[config.mk]
export PLATFORM = sky130hd
export DESIGN_NAME = sram_arbiter_flat
export DESIGN_NICKNAME = d
export VERILOG_FILES = /design/src/rtl/sram_arbiter_if.sv /design/src/rtl/sram_arbiter.sv /design/src/flat_wrapper.sv
export SDC_FILE = /design/constraint.sdc
export NUM_CORES = 1
export LEC_CHECK = 0
export CAP_MARGIN = 10
export CORE_MARGIN = 2
export CORE_UTILIZATION = 37
export DETAILED_ROUTE_END_ITERATION = 8
export HOLD_SLACK_MARGIN = 0.06
export PLACE_DENSITY = 0.76
export RECOVER_POWER = 25
export REMOVE_ABC_BUFFERS = 1
export SLEW_MARGIN = 20
export SYNTH_ARGS = -nofsm -noshare
export SYNTH_HDL_FRONTEND = slang
export SYNTH_SLANG_ARGS = --single-unit
[constraint.sdc]
create_clock -name clk -period 1.6 [get_ports clk]
set_input_delay 0.32 -clock clk [delete_from_list [all_inputs] [get_ports clk]]
set_output_delay 0.32 -clock clk [all_outputs]
set_load 0.1 [all_outputs]
[src/rtl/sram_arbiter_if.sv]
// Bundle of the three requester ports and the ram_ctrl port shared by sram_arbiter.
// The arbiter takes the slave side; requesters and ram_ctrl sit on the master side.
interface sram_arbiter_if #(
    parameter int ADDR_W = 20,
    parameter int DATA_W = 32
);
    // Handshake: each *_req is a level held with stable addr/data/we until the
    // matching one-cycle *_ack; the requester drops req the cycle after ack.
    // ram_read/ram_write are levels held until ram_done, and ram_done stays
    // high until the arbiter has dropped both strobes.
    logic              vga_req;
    logic [ADDR_W-1:0] vga_addr;
    logic [DATA_W-1:0] vga_q;
    logic              vga_ack;

    logic              cam_req;
    logic [ADDR_W-1:0] cam_addr;
    logic [DATA_W-1:0] cam_wdata;
    logic              cam_ack;

    logic              host_req;
    logic              host_we;
    logic [ADDR_W-1:0] host_addr;
    logic [DATA_W-1:0] host_wdata;
    logic [DATA_W-1:0] host_rdata;
    logic              host_ack;

    logic              ram_read;
    logic              ram_write;
    logic [ADDR_W-1:0] ram_addr;
    logic [DATA_W-1:0] ram_wdata;
    logic [DATA_W-1:0] ram_rdata;
    logic              ram_done;

    logic [1:0]        grant_id;
    logic              tmo_err;

    modport slave (
        input  vga_req, vga_addr,
        input  cam_req, cam_addr, cam_wdata,
        input  host_req, host_we, host_addr, host_wdata,
        input  ram_rdata, ram_done,
        output vga_q, vga_ack,
        output cam_ack,
        output host_rdata, host_ack,
        output ram_read, ram_write, ram_addr, ram_wdata,
        output grant_id, tmo_err
    );

    modport master (
        output vga_req, vga_addr,
        output cam_req, cam_addr, cam_wdata,
        output host_req, host_we, host_addr, host_wdata,
        output ram_rdata, ram_done,
        input  vga_q, vga_ack,
        input  cam_ack,
        input  host_rdata, host_ack,
        input  ram_read, ram_write, ram_addr, ram_wdata,
        input  grant_id, tmo_err
    );
endinterface

[src/rtl/sram_arbiter.sv]
// Shares one ram_ctrl port between VGA (read, strict priority), camera (write)
// and host (read/write); camera and host alternate round-robin.
module sram_arbiter #(
    parameter int ADDR_W = 20,
    parameter int DATA_W = 32,
    parameter int TMO    = 255
) (
    input  logic            clk,
    input  logic            rst,
    sram_arbiter_if.slave   bus,
    output logic [1:0]      state_dbg
);

    typedef enum logic [1:0] {
        S_IDLE    = 2'd0,
        S_ISSUE   = 2'd1,
        S_WAIT    = 2'd2,
        S_RELEASE = 2'd3
    } state_t;

    localparam logic [1:0] ID_NONE = 2'd0;
    localparam logic [1:0] ID_VGA  = 2'd1;
    localparam logic [1:0] ID_CAM  = 2'd2;
    localparam logic [1:0] ID_HOST = 2'd3;

    // Timeout fires on the WAIT cycle whose count equals TMO-1, i.e. after TMO cycles.
    localparam logic [7:0] TMO_LAST = 8'(TMO - 1);

    state_t            state;
    state_t            state_nxt;

    logic              rr_host;
    logic [1:0]        owner;
    logic [ADDR_W-1:0] lat_addr;
    logic [DATA_W-1:0] lat_wdata;
    logic              lat_we;
    logic [7:0]        wait_cnt;
    logic [1:0]        grant_r;
    logic              vga_ack_r;
    logic              cam_ack_r;
    logic              host_ack_r;
    logic              tmo_r;
    logic [DATA_W-1:0] vga_q_r;
    logic [DATA_W-1:0] host_rdata_r;

    logic              any_req;
    logic              sel_vga;
    logic              sel_cam;
    logic              sel_host;
    logic [1:0]        win_id;
    logic              win_we;
    logic [ADDR_W-1:0] win_addr;
    logic [DATA_W-1:0] win_wdata;
    logic              wait_done;
    logic              wait_tmo;
    logic              wait_exit;
    logic [DATA_W-1:0] rd_value;
    logic              ram_read_c;
    logic              ram_write_c;

    // Winner selection: VGA first; camera/host by pointer only when both pend.
    always_comb begin
        sel_vga  = bus.vga_req;
        sel_cam  = !bus.vga_req && bus.cam_req  && (!bus.host_req || !rr_host);
        sel_host = !bus.vga_req && bus.host_req && (!bus.cam_req  ||  rr_host);
        any_req  = bus.vga_req || bus.cam_req || bus.host_req;
        win_id    = ID_NONE;
        win_we    = 1'b0;
        win_addr  = '0;
        win_wdata = '0;
        if (sel_vga) begin
            win_id   = ID_VGA;
            win_addr = bus.vga_addr;
        end else if (sel_cam) begin
            win_id    = ID_CAM;
            win_we    = 1'b1;
            win_addr  = bus.cam_addr;
            win_wdata = bus.cam_wdata;
        end else if (sel_host) begin
            win_id    = ID_HOST;
            win_we    = bus.host_we;
            win_addr  = bus.host_addr;
            win_wdata = bus.host_wdata;
        end
    end

    always_comb begin
        wait_done = (state == S_WAIT) && bus.ram_done;
        wait_tmo  = (state == S_WAIT) && !bus.ram_done && (wait_cnt == TMO_LAST);
        wait_exit = wait_done || wait_tmo;
        rd_value  = wait_done ? bus.ram_rdata : '0;
    end

    // FSM: state register
    always_ff @(posedge clk or negedge rst) begin
        if (!rst) begin
            state <= S_IDLE;
        end else begin
            state <= state_nxt;
        end
    end

    // FSM: next state
    always_comb begin
        state_nxt = state;
        case (state)
            S_IDLE:    if (any_req) state_nxt = S_ISSUE;
            S_ISSUE:   state_nxt = S_WAIT;
            S_WAIT:    if (wait_exit) state_nxt = S_RELEASE;
            S_RELEASE: if (!bus.ram_done) state_nxt = S_IDLE;
            default:   state_nxt = S_IDLE;
        endcase
    end

    // FSM: outputs. Strobes are decoded from registered state, so they rise on
    // the edge that leaves ISSUE and fall on the edge that leaves WAIT.
    always_comb begin
        ram_read_c  = (state == S_WAIT) && !lat_we;
        ram_write_c = (state == S_WAIT) &&  lat_we;
        state_dbg   = state;
    end

    // Transaction latch, wait counter, acks and round-robin pointer.
    always_ff @(posedge clk or negedge rst) begin
        if (!rst) begin
            rr_host      <= 1'b0;
            owner        <= ID_NONE;
            lat_addr     <= '0;
            lat_wdata    <= '0;
            lat_we       <= 1'b0;
            wait_cnt     <= '0;
            grant_r      <= ID_NONE;
            vga_ack_r    <= 1'b0;
            cam_ack_r    <= 1'b0;
            host_ack_r   <= 1'b0;
            tmo_r        <= 1'b0;
            vga_q_r      <= '0;
            host_rdata_r <= '0;
        end else begin
            vga_ack_r  <= 1'b0;
            cam_ack_r  <= 1'b0;
            host_ack_r <= 1'b0;
            tmo_r      <= 1'b0;
            case (state)
                S_IDLE: begin
                    if (any_req) begin
                        owner     <= win_id;
                        grant_r   <= win_id;
                        lat_addr  <= win_addr;
                        lat_wdata <= win_wdata;
                        lat_we    <= win_we;
                    end
                end
                S_ISSUE: begin
                    wait_cnt <= '0;
                end
                S_WAIT: begin
                    wait_cnt <= wait_cnt + 8'd1;
                    if (wait_exit) begin
                        tmo_r      <= wait_tmo;
                        vga_ack_r  <= (owner == ID_VGA);
                        cam_ack_r  <= (owner == ID_CAM);
                        host_ack_r <= (owner == ID_HOST);
                        if (!lat_we && owner == ID_VGA) vga_q_r <= rd_value;
                        if (!lat_we && owner == ID_HOST) host_rdata_r <= rd_value;
                    end
                end
                S_RELEASE: begin
                    if (!bus.ram_done) begin
                        grant_r <= ID_NONE;
                        if (owner == ID_CAM)  rr_host <= 1'b1;
                        if (owner == ID_HOST) rr_host <= 1'b0;
                    end
                end
                default: ;
            endcase
        end
    end

    assign bus.ram_read   = ram_read_c;
    assign bus.ram_write  = ram_write_c;
    assign bus.ram_addr   = lat_addr;
    assign bus.ram_wdata  = lat_wdata;
    assign bus.vga_q      = vga_q_r;
    assign bus.vga_ack    = vga_ack_r;
    assign bus.cam_ack    = cam_ack_r;
    assign bus.host_rdata = host_rdata_r;
    assign bus.host_ack   = host_ack_r;
    assign bus.grant_id   = grant_r;
    assign bus.tmo_err    = tmo_r;

endmodule

[src/flat_wrapper.sv]
// flat-port wrapper written by rule: the top's interface ports become plain ports
module sram_arbiter_flat 
#(
    parameter int ADDR_W = 20,
    parameter int DATA_W = 32,
    parameter int TMO    = 255
)
  (clk, rst, state_dbg, bus_vga_req, bus_vga_addr, bus_cam_req, bus_cam_addr, bus_cam_wdata, bus_host_req, bus_host_we, bus_host_addr, bus_host_wdata, bus_ram_rdata, bus_ram_done, bus_vga_q, bus_vga_ack, bus_cam_ack, bus_host_rdata, bus_host_ack, bus_ram_read, bus_ram_write, bus_ram_addr, bus_ram_wdata, bus_grant_id, bus_tmo_err);
  sram_arbiter_if #(.ADDR_W(ADDR_W), .DATA_W(DATA_W)) bus_i ();
  input  logic clk;
  input  logic rst;
  output logic [1:0] state_dbg;
  input wire logic [$bits(bus_i.vga_req)-1:0] bus_vga_req;
  input wire logic [$bits(bus_i.vga_addr)-1:0] bus_vga_addr;
  input wire logic [$bits(bus_i.cam_req)-1:0] bus_cam_req;
  input wire logic [$bits(bus_i.cam_addr)-1:0] bus_cam_addr;
  input wire logic [$bits(bus_i.cam_wdata)-1:0] bus_cam_wdata;
  input wire logic [$bits(bus_i.host_req)-1:0] bus_host_req;
  input wire logic [$bits(bus_i.host_we)-1:0] bus_host_we;
  input wire logic [$bits(bus_i.host_addr)-1:0] bus_host_addr;
  input wire logic [$bits(bus_i.host_wdata)-1:0] bus_host_wdata;
  input wire logic [$bits(bus_i.ram_rdata)-1:0] bus_ram_rdata;
  input wire logic [$bits(bus_i.ram_done)-1:0] bus_ram_done;
  output wire logic [$bits(bus_i.vga_q)-1:0] bus_vga_q;
  output wire logic [$bits(bus_i.vga_ack)-1:0] bus_vga_ack;
  output wire logic [$bits(bus_i.cam_ack)-1:0] bus_cam_ack;
  output wire logic [$bits(bus_i.host_rdata)-1:0] bus_host_rdata;
  output wire logic [$bits(bus_i.host_ack)-1:0] bus_host_ack;
  output wire logic [$bits(bus_i.ram_read)-1:0] bus_ram_read;
  output wire logic [$bits(bus_i.ram_write)-1:0] bus_ram_write;
  output wire logic [$bits(bus_i.ram_addr)-1:0] bus_ram_addr;
  output wire logic [$bits(bus_i.ram_wdata)-1:0] bus_ram_wdata;
  output wire logic [$bits(bus_i.grant_id)-1:0] bus_grant_id;
  output wire logic [$bits(bus_i.tmo_err)-1:0] bus_tmo_err;
  assign bus_i.vga_req = bus_vga_req;
  assign bus_i.vga_addr = bus_vga_addr;
  assign bus_i.cam_req = bus_cam_req;
  assign bus_i.cam_addr = bus_cam_addr;
  assign bus_i.cam_wdata = bus_cam_wdata;
  assign bus_i.host_req = bus_host_req;
  assign bus_i.host_we = bus_host_we;
  assign bus_i.host_addr = bus_host_addr;
  assign bus_i.host_wdata = bus_host_wdata;
  assign bus_i.ram_rdata = bus_ram_rdata;
  assign bus_i.ram_done = bus_ram_done;
  assign bus_vga_q = bus_i.vga_q;
  assign bus_vga_ack = bus_i.vga_ack;
  assign bus_cam_ack = bus_i.cam_ack;
  assign bus_host_rdata = bus_i.host_rdata;
  assign bus_host_ack = bus_i.host_ack;
  assign bus_ram_read = bus_i.ram_read;
  assign bus_ram_write = bus_i.ram_write;
  assign bus_ram_addr = bus_i.ram_addr;
  assign bus_ram_wdata = bus_i.ram_wdata;
  assign bus_grant_id = bus_i.grant_id;
  assign bus_tmo_err = bus_i.tmo_err;
  sram_arbiter #(.ADDR_W(ADDR_W), .DATA_W(DATA_W), .TMO(TMO)) u_core (.clk(clk), .rst(rst), .bus(bus_i), .state_dbg(state_dbg));
endmodule
==> flow_summary.yaml, run 1 <==
setup_path:
  timing.rr.end: "u_core.bus.vga_q[21]"
  crit_path_end_kind: "output port"
  regToRegSetupSlack_ps: -90
  timing.critical_path.slowest_cell_delay_ps: 400
  critical_path_peak_fanout: 4
  cp_cell_sequence: "inv_2, ha_4, buf_6, and2_4, buf_12"
  required_ps: 1280
  setup.worst_path.start_class: "flip-flop"
  crit_type: "reg -> out"
  worstPathArrival_ps: 1460
  r2r-start: "u_core.state_dbg[0]"
  timing.reg2reg.worst_path_depth: 7
  timing.critical_path.slowest_stage_cell: "sky130_fd_sc_hd__dfrtp_1"
global_route:
  grt_max_degree: 59
  grt_overflow: 0
  grt_antenna_before_repair: 0
  grt_pass1_vias: 5900
  grt_pass1_wl_mm: 31.6
  global_route.usage.total_pct: 22.7
cells_and_area:
  fillCellCount: 1109
  final-seq-area_sq_um: 3400
  layout.cells.most_common: "sky130_fd_sc_hd__clkdlybuf4s50_1"
  stdcell_count: 1109
  multi_input_logic_area_sq_um: 2580
  post-route-util_pct: 72.1
  diodes: 0
  mostFrequentLayoutCells: "sky130_fd_sc_hd__clkdlybuf4s50_1, sky130_fd_sc_hd__buf_12, sky130_fd_sc_hd__dfrtp_1, sky130_fd_sc_hd__nand2_1, sky130_fd_sc_hd__o2bb2ai_1"
  layout-area-overhead-vs-synth_pct: 92.5
  number_of_nets_at_the_end_of_the_flow: 1044
  final_layout_size_suffix_gt1_share_pct: 32.2
logic_synthesis:
  synth.area.mux_share_pct: 0.348
  yosys.area_share.xor_xnor_pct: 0.143
  synthAdderAreaFrac_pct: 1.02
  synth.avg_cell_area_sq_um: 11.2
  netlist_instances: 548
  yosys_warnings: 0
  synth.cell_area_sq_um: 6120
  area_share_of_the_largest_cell_type_after_synthesis_pct: 55.6
  portion_of_the_post_synthesis_area_used_by_sequential_elements_pct: 55.6
  ys_seq_elements: 136
  synth_largest_area_cell: "sky130_fd_sc_hd__dfrtp_1"
  netlist-cell-type-count: 44
  synth.top_cells.by_area: "sky130_fd_sc_hd__dfrtp_1, sky130_fd_sc_hd__o2bb2ai_1, sky130_fd_sc_hd__nand2_1"
  main_combinational_cell_family_by_area_after_synthesis: "compound AO/OA/AOI/OAI gates"
  synth_compound_gate_area_share_pct: 26.9
  yosys.area_share.simple_pct: 11.3
clock_network:
  cts_num_sinks: 136
  cts_max_level: 4
  cts_tree: "yes"
  cts.root.buffer_cell: "sky130_fd_sc_hd__clkbuf_16"
  clk_path_buf_depth: 2
  clk_latency_ps: 420
  tritoncts_buffer_count: 17
  clk_pin_slew_worst_paths_ps: 60
sta:
  clock_skew_ps: 9.34
  worst_slack_ps: -180
  worst_slew_pin_slew_ps: 616
  slew_headroom_pct: 58.9
  period_needed_ps: 1780
  setup_violations: 59
  timing.fmax_mhz: 562
  report.final.slew_viol_count: 0
  post-route-period-util_pct: 111
  final_hold_viol_count: 0
  grt_setup_unrepaired: "yes"
place:
  placedCellCount: 1059
  place.gp.congestion: 0.775
  portBuffers: 288
  place_hpwl_mm: 14.2
die:
  placeableCoreArea_sq_um: 16300
  die-width_um: 133
  placementRows: 47
  die_height_um: 133
  top_level_ports: 289
  floorplan.initialDensity_pct: 37.4
  fp.dieArea_sq_um: 17600
detailed_routing:
  drt_first_iter_violations: 272
  final_antenna_net_count: 0
  via_count: 5827
  drt_wl_total_mm: 21.5
  final_routed_drc_violation_total: 0
  avgRoutedWirePerCell_um: 19.4
  drt_pre_antenna_iters: 6
  drt-vias-per-instance: 5.25
min_path:
  worst_hold_startpoint: "bus_vga_req"
  hold_path_depth: 2
  hold_path_end: "u_core.owner[1]"
  timing.hold.worst.class: "in -> reg"
run_status:
  violated_checks: "negative setup slack"
  run_status: "finished, violations left"
pwr:
  power_per_cell_area_nw_per_um2: 2480
  peakVddDrop_mv: 1.46
  p_leak_nw: 5.06
run:
  maxCapViolCount: 0
## where the power goes
group          switching [mW]  internal [mW]  total [mW]
registers                1.43           4.71        6.14
clock network            1.52           2.39        3.91
logic                    12.1           7.01        19.1
## flip-flops by register name, summed over array words and instances (netlist names)
register               flops
u_core.owner               2
u_core.bus.host_ack        1
u_core.bus.grant_id        2
u_core.bus.tmo_err         1
u_core.rr_host             1
u_core.bus.vga_ack         1
u_core.bus.ram_addr       20
u_core.lat_we              1
u_core.bus.host_rdata     32
u_core.wait_cnt            8
u_core.bus.vga_q          32
u_core.bus.ram_wdata      32
u_core.state_dbg           2
u_core.bus.cam_ack         1
## through the flow
step                      power [mW]  cell area (sq um)  TNS [ps]  hold slack, ps  worst slack, ps
after floorplan                 18.9               5860   -266130            24.4            -2930
after global placement          24.4              10800    -19060             193             -326
after detailed placement        24.7              10800    -21620             194             -374
after CTS                       28.8              11500      -351             228             -169
after global routing            30.2              11800     -8160             241             -223
final                           29.2              11800     -3150             228             -180
## metal layers
metal | global-route usage, % | share of wire [%]
met5 | 0 | 0
met4 | 8.24 | 2.8
met3 | 7.24 | 7.8
met2 | 38.1 | 51
met1 | 27.4 | 38
## worst max-delay path, delay by kind of cell (launching register included)
family | cells | cell delay [ps]
buffers and inverters | 3 | 350
adders and majority gates | 1 | 150
and+or+nand+nor | 1 | 140
DFF | 1 | 400
## worst max path at each step
stage	end	from	depth (start not counted)
2_1_floorplan	u_core.bus.ram_wdata[0]	bus_host_req	4
3_3_place_gp	u_core.bus.ram_wdata[31]	bus_cam_req	6
3_5_place_dp	u_core.bus.ram_wdata[31]	bus_cam_req	6
4_1_cts	bus_ram_write	u_core.state_dbg[0]	5
5_1_grt	bus_ram_write	u_core.state_dbg[0]	5
6_report	bus_ram_write	u_core.state_dbg[0]	5
## Yosys cell counts (all sizes together)
cell type / n
o22a: 2
nor2: 6
nand3: 8
a21oi: 7
o31ai: 20
clkbuf: 14
a221oi: 20
o22ai: 2
a31oi: 3
a21boi: 2
and2b: 1
mux2: 1
and2: 1
or2: 3
buf: 31
nand2: 97
nor3: 3
xor2: 1
or3: 2
dfrtp: 136
nand4: 3
inv: 8
nor2b: 23
o21ai: 48
a21o: 1
a2bb2oi: 1
a22oi: 32
nand2b: 1
ha: 5
nand3b: 1
o2bb2ai: 62
and3: 2
mux2i: 1
## logic make-up (layout without fill, tap and decap cells)
family	Yosys count	after routing
AOI/OAI and AO/OA	200	200
and+or+nand+nor	151	151
DFF	136	136
buffers and inverters	53	394
adders and majority gates	5	5
muxes	2	2
xor gates and xnor gates	1	1
## what timing repair did
item | CTS | global route
resized for setup | 10 | 29
hold endpoints to repair | 22 | 0
gates cloned | 0 | 9
hold buffers | 1 | 0
pin swaps | 2 | 0
buffers inserted | 7 | 2
endpoints found under the setup margin | 3 | 99
## area by class of cell
| class | count | area share, % |
|---|---|---|
| inverters | 8 | 0.255 |
| well taps | 220 | 2.34 |
| clock buffers | 19 | 3.84 |
| clock inverters | 13 | 1.22 |
| multi-input cells | 359 | 21.9 |
| flip-flops and latches | 136 | 28.9 |
| repair buffers | 354 | 41.5 |
No activity file was read; power rests on OpenSTA's default activity.
==> run 2: changes to the inputs <==
--- a/config.mk
+++ b/config.mk
@@ -12,3 +12,3 @@
 export HOLD_SLACK_MARGIN = 0.06
-export PLACE_DENSITY = 0.76
+export PLACE_DENSITY = 0.79
 export RECOVER_POWER = 25
==> constraint.sdc (replaced) <==
create_clock -name clk -period 1.6 [get_ports clk]
set_input_delay 0.16 -clock clk [delete_from_list [all_inputs] [get_ports clk]]
set_output_delay 0.16 -clock clk [all_outputs]
set_load 0.1 [all_outputs]
==> run 2 against run 1 <==
Compared with the run above:
- the run still ends with negative setup slack left
- clock-buffer cell count is the same
- clock skew about the same
- clock power increased by 5%
- non-clock buffer count increased by 4
- hold slack worse by 130 ps
- core utilization down 0.26 points
- cell area is 0.36% lower
- setup slack improved by 120 ps
- fmax is 7.3% higher
- wire length down 2.3%
- die area stayed put
- sequential power up 0.7%
- largest power group unchanged
==> flow_summary.yaml, run 2 (synthesized netlist as in run 1, its figures left out) <==
run_status:
  run_status: "finished, violations left"
  violated_checks: "negative setup slack"
pwr:
  p_sw_mw: 15.0
  power_per_cell_area_nw_per_um2: 2500
  p_leak_nw: 5.02
  peakVddDrop_mv: 1.55
  share_clk_of_total_power_pct: 14.0
  sequentialPowerShare_pct: 21.1
  netSwitchingFraction_pct: 51.1
  share_comb_of_total_power_pct: 65.0
  p_int_mw: 14.4
cells_and_area:
  stdcell_count: 1111
  post-route-cell-area_sq_um: 11700
  number_of_nets_at_the_end_of_the_flow: 1048
  fillCellCount: 1079
  final-seq-area_sq_um: 3400
  layout-area-overhead-vs-synth_pct: 91.8
  diodes: 0
  layout.cells.most_common: "sky130_fd_sc_hd__clkdlybuf4s50_1"
  final_layout_size_suffix_gt1_share_pct: 31.8
  mostFrequentLayoutCells: "sky130_fd_sc_hd__clkdlybuf4s50_1, sky130_fd_sc_hd__buf_12, sky130_fd_sc_hd__dfrtp_1, sky130_fd_sc_hd__nand2_1, sky130_fd_sc_hd__o2bb2ai_1"
  multi_input_logic_area_sq_um: 2580
detailed_routing:
  drt-vias-per-instance: 5.18
  final_antenna_net_count: 0
  final_routed_drc_violation_total: 0
  drt_pre_antenna_iters: 4
  drt_wl_total_mm: 21.0
  drt_first_iter_violations: 260
  via_count: 5758
  avgRoutedWirePerCell_um: 18.9
clock_network:
  cts_tree: "yes"
  cts_max_level: 4
  clk_path_buf_depth: 2
  clk_latency_ps: 410
  clk_pin_slew_worst_paths_ps: 60
  tritoncts_buffer_count: 17
  cts_num_sinks: 136
  cts.root.buffer_cell: "sky130_fd_sc_hd__clkbuf_16"
sta:
  slew_headroom_pct: 46.1
  setup-tns-final_ps: -88.6
  clock_skew_ps: 9.62
  post-route-period-util_pct: 104
  worst_slack_ps: -59.0
  setup_violations: 3
  grt_setup_unrepaired: "yes"
  period_needed_ps: 1660
  timing.fmax_mhz: 603
  final_hold_viol_count: 0
  report.final.slew_viol_count: 0
  worst_slew_pin_slew_ps: 809
global_route:
  globalRouteMet1Util_pct: 27.8
  grtUsageMet3_pct: 6.67
  grt_pass1_vias: 5841
  grt_max_degree: 60
  grt_pass1_wl_mm: 32.0
  grt_overflow: 0
  grt-busiest-layer: "met2"
  grt_antenna_before_repair: 0
  met2_track_demand_over_resource_pct: 40.5
  global_route.usage.total_pct: 23.1
die:
  die_height_um: 133
  top_level_ports: 289
  floorplan.initialDensity_pct: 37.4
  fp.dieArea_sq_um: 17600
  placementRows: 47
  die-width_um: 133
  placeableCoreArea_sq_um: 16300
run:
  maxCapViolCount: 0
setup_path:
  crit_type: "reg -> out"
  worstPathBufferInverterCount: 2
  worst_path_dominant_cell_family: "flip-flops"
  crit_path_end_kind: "output port"
  worstPathArrival_ps: 1500
  timing.critical_path.slowest_stage_cell: "sky130_fd_sc_hd__dfrtp_2"
  worstSetupStartpoint: "u_core.state_dbg[1]"
  setup.worst_path.start_class: "flip-flop"
  r2r-start: "u_core.state_dbg[0]"
  timing.critical_path.slowest_cell_delay_ps: 430
  required_ps: 1440
  critical_path_peak_fanout: 4
  cp_cell_sequence: "ha_4, and2b_2, buf_6, buf_12"
place:
  preCtsSetupSlack_ps: -189
  place_hpwl_mm: 15.1
  place.gp.congestion: 0.782
  portBuffers: 288
  postPlaceCellArea_sq_um: 10800
  placedCellCount: 1065
min_path:
  timing.hold.worst.class: "in -> reg"
  worst_hold_startpoint: "bus_vga_req"
[run 2: changes by cell type in the layout (fill, tap and decap cells not counted), moves of 3 or more]
cell,previous run,this run
sky130_fd_sc_hd__clkbuf_16,23,19
sky130_fd_sc_hd__o21ai_1,25,32
sky130_fd_sc_hd__o2bb2ai_2,2,5
sky130_fd_sc_hd__o21ai_2,10,1
sky130_fd_sc_hd__o2bb2ai_1,60,57
sky130_fd_sc_hd__buf_6,9,4
sky130_fd_sc_hd__buf_4,40,53
[run 2: metrics by stage]
| step | utilization (%) | power [mW] | hold WS [ps] |
|---|---|---|---|
| after CTS | 70.9 | 29.1 | 81.4 |
| after floorplan | - | 18.9 | -136 |
| final | 71.8 | 29.4 | 94.2 |
| after global placement | 66.3 | 24.4 | 62.3 |
| after global routing | 71.8 | 30.3 | 104 |
| after detailed placement | 66.3 | 24.7 | 64.4 |
[run 2: timing repair]
action | CTS | global route
endpoints found under the hold margin | 136 | 0
resized for setup | 12 | 20
hold buffers | 1 | 0
setup buffers | 10 | 4
gates cloned | 0 | 2
endpoints found under the setup margin | 13 | 63
pin swaps | 3 | 2
[run 2: worst register-to-register path: cells and delay by family, from the launching register on]
family | cells | cell delay, ps
AO/OA/AOI/OAI | 1 | 230
flip-flops | 1 | 390
buffers and inverters | 3 | 460
adder cells (fa/ha/maj) | 1 | 160
AND/OR/NAND/NOR | 2 | 290
[run 2: path summary, 6_finish.rpt]
| kind | endpoint | slack (ps) | cells past startpoint |
|---|---|---|---|
| setup / recovery | bus_ram_read | -60 | 4 |
| setup reg to reg | u_core.bus.host_rdata[28] | -10 | 7 |
| min in group asynchronous | u_core.bus.vga_q[22] | 410 | 2 |
| hold / removal | u_core.owner[1] | 90 | 2 |
| max in group asynchronous | u_core.bus.ram_wdata[9] | 250 | 3 |
| hold reg to reg | u_core.wait_cnt[6] | 540 | 1 |
[run 2: metal layers]
| metal | share of wire [%] | up-vias |
|---|---|---|
| met5 | 0 | - |
| met4 | 1.6 | 0 |
| met3 | 7.3 | 25 |
| met2 | 52 | 260 |
| met1 | 39 | 2791 |
| li1 | - | 2682 |
[run 2: area by class of cell]
type | count | area share, %
Clock buffer | 19 | 3.77
Clock inverter | 11 | 1.47
Inverter | 8 | 0.256
Multi-Input combinational cell | 359 | 22.0
Sequential cell | 136 | 29.0
Tap cell | 220 | 2.34
Timing Repair Buffer | 358 | 41.2
[run 2: power by group through the flow]
stage                     registers, mW  logic, mW  clock network (mW)
after floorplan                    16.1       2.79                   0
after global placement             6.09       18.3                   0
after detailed placement           6.17       18.5                   0
after CTS                          6.14       18.8                4.16
after global routing               6.30       19.7                4.32
final                              6.18       19.1                4.10
==> run 3: changes to the inputs <==
Settings changed: GPL_TIMING_DRIVEN set to 0, SKIP_LAST_GASP set to 1.
==> run 3 against run 2 <==
Compared with the run above:
- the flow still finishes with violations (negative setup slack)
- wire length rose by 31%
- sequential cell count unchanged
- cell count grew 1.3%
- hold slack gained 230 ps
- highest routed layer unchanged
==> flow_summary.yaml, run 3 (synthesized netlist as in run 1, its figures left out) <==
clock_network:
  tritoncts_buffer_count: 17
  clk_latency_ps: 420
  cts_num_sinks: 136
  cts_tree: "yes"
  clk_pin_slew_worst_paths_ps: 70
  clk_path_buf_depth: 2
  cts.root.buffer_cell: "sky130_fd_sc_hd__clkbuf_16"
  cts_max_level: 4
setup_path:
  timing.rr.end: "u_core.state_dbg[1]"
  regToRegSetupSlack_ps: -160
  crit_end: "u_core.state_dbg[1]"
  critical_path_peak_fanout: 5
  timing.critical_path.slowest_cell_delay_ps: 410
  timing.critical_path.slowest_stage_cell: "sky130_fd_sc_hd__dfrtp_1"
  setup.worst_path.start_class: "flip-flop"
  worstSetupStartpoint: "u_core.state_dbg[0]"
  crit_path_end_kind: "flip-flop"
  r2r-start: "u_core.state_dbg[0]"
  timing.reg2reg.worst_path_depth: 6
  crit_type: "reg -> reg"
  required_ps: 1890
  worstPathArrival_ps: 2050
  cp_cell_sequence: "buf_4, ha_1, nand2_2, o21ai_1, a31oi_2, mux2_1"
cells_and_area:
  layout.cells.most_common: "sky130_fd_sc_hd__clkdlybuf4s50_1"
  final-seq-area_sq_um: 3410
  layout-area-overhead-vs-synth_pct: 98.7
  fillCellCount: 990
  multi_input_logic_area_sq_um: 3740
  mostFrequentLayoutCells: "sky130_fd_sc_hd__clkdlybuf4s50_1, sky130_fd_sc_hd__dfrtp_1, sky130_fd_sc_hd__clkdlybuf4s15_2, sky130_fd_sc_hd__nand2_1, sky130_fd_sc_hd__a22oi_1"
  number_of_nets_at_the_end_of_the_flow: 1060
  final_layout_size_suffix_gt1_share_pct: 43.6
  post-route-cell-area_sq_um: 12200
  diodes: 0
sta:
  report.final.slew_viol_count: 0
  setup_violations: 98
  grt_setup_unrepaired: "yes"
  final_hold_viol_count: 0
  worst_slew_pin_slew_ps: 1040
  final_hold_slack_ps: 323
  slew_headroom_pct: 31.0
  timing.fmax_mhz: 568
  post-route-period-util_pct: 110
  period_needed_ps: 1760
  worst_slack_ps: -161
  clock_skew_ps: 14.5
die:
  floorplan.initialDensity_pct: 37.4
  top_level_ports: 289
  placeableCoreArea_sq_um: 16300
  die_height_um: 133
  fp.dieArea_sq_um: 17600
  die-width_um: 133
  placementRows: 47
global_route:
  grt_antenna_before_repair: 0
  grt_overflow: 0
  grt_max_degree: 72
  grt_pass1_vias: 6346
  global_route.usage.total_pct: 26.3
  grt_pass1_wl_mm: 35.7
run:
  maxCapViolCount: 0
detailed_routing:
  drt-vias-per-instance: 5.66
  final_routed_drc_violation_total: 0
  drt_first_iter_violations: 433
  via_count: 6366
  drt_wl_total_mm: 27.5
  drt_pre_antenna_iters: 5
  final_antenna_net_count: 0
  avgRoutedWirePerCell_um: 24.4
pwr:
  power_per_cell_area_nw_per_um2: 2400
  peakVddDrop_mv: 1.49
  report.power.total_mw: 29.2
  p_leak_nw: 4.88
min_path:
  timing.hold.worst.class: "in -> reg"
run_status:
  violated_checks: "negative setup slack"
  run_status: "finished, violations left"
place:
  place_hpwl_mm: 13.2
  place.gp.congestion: 0.776
  portBuffers: 288
  postPlaceCellArea_sq_um: 9280
run 3: how the worst min path moves through the flow:
stage	startpoint	endpoint	cells past startpoint	slack [ps]
4_1_cts	bus_ram_rdata[2]	u_core.bus.vga_q[2]	3	290
6_report	bus_ram_rdata[4]	u_core.bus.vga_q[4]	3	320
5_1_grt	bus_ram_rdata[4]	u_core.bus.vga_q[4]	3	310
2_1_floorplan	rst	u_core.bus.cam_ack	0	-140
3_3_place_gp	u_core.bus.ram_addr[1]	u_core.bus.ram_addr[1]	2	460
3_5_place_dp	rst	u_core.bus.vga_q[6]	1	160
run 3: final cells by class:
cell class	instances	area share, %
Sequential cell	136	28.0
Clock inverter	14	1.35
Inverter	8	0.278
Multi-Input combinational cell	369	30.8
Tap cell	220	2.26
Timing Repair Buffer	360	33.7
Clock buffer	18	3.61
run 3: critical path, delay by kind of cell (launching register included):
family / cells / cell delay, ps
adders and majority gates: 1 / 280
muxes: 1 / 340
buffers and inverters: 1 / 150
and+or+nand+nor: 1 / 120
AOI/OAI and AO/OA: 2 / 330
DFF: 1 / 410
run 3: repair_timing:
| item | in CTS | in global routing |
|---|---|---|
| hold buffers | 1 | 0 |
| pin swaps | 16 | 63 |
| resized for setup | 471 | 151 |
| setup endpoints to repair | 246 | 131 |
| cloned | 11 | 11 |
| endpoints found under the hold margin | 70 | 0 |
| buffers inserted | 34 | 18 |
run 3: metal layers:
metal  GRT usage [%]  wire length, um  vias to the layer above
li1                -                -                     2745
met1            30.6            10100                     3210
met2            45.7            14100                      342
met3            7.97             2210                       69
met4            9.86             1010                        0
met5               0                0                        -
run 3: power by group:
group | switching, mW | internal (mW)
Combinational | 13.4 | 5.75
Clock | 1.70 | 2.38
Sequential | 1.26 | 4.72
run 3: stage by stage:
step                 TNS, ps  cells  setup WS, ps  util [%]
global route           -9800   1125          -182      74.4
finish                 -4870   1125          -161      74.4
floorplan            -265580    503         -2920         -
CTS                    -2820   1098          -141      67.8
global placement    -1103180   1011         -6230      55.2
detailed placement   -104880   1020         -1160      56.8
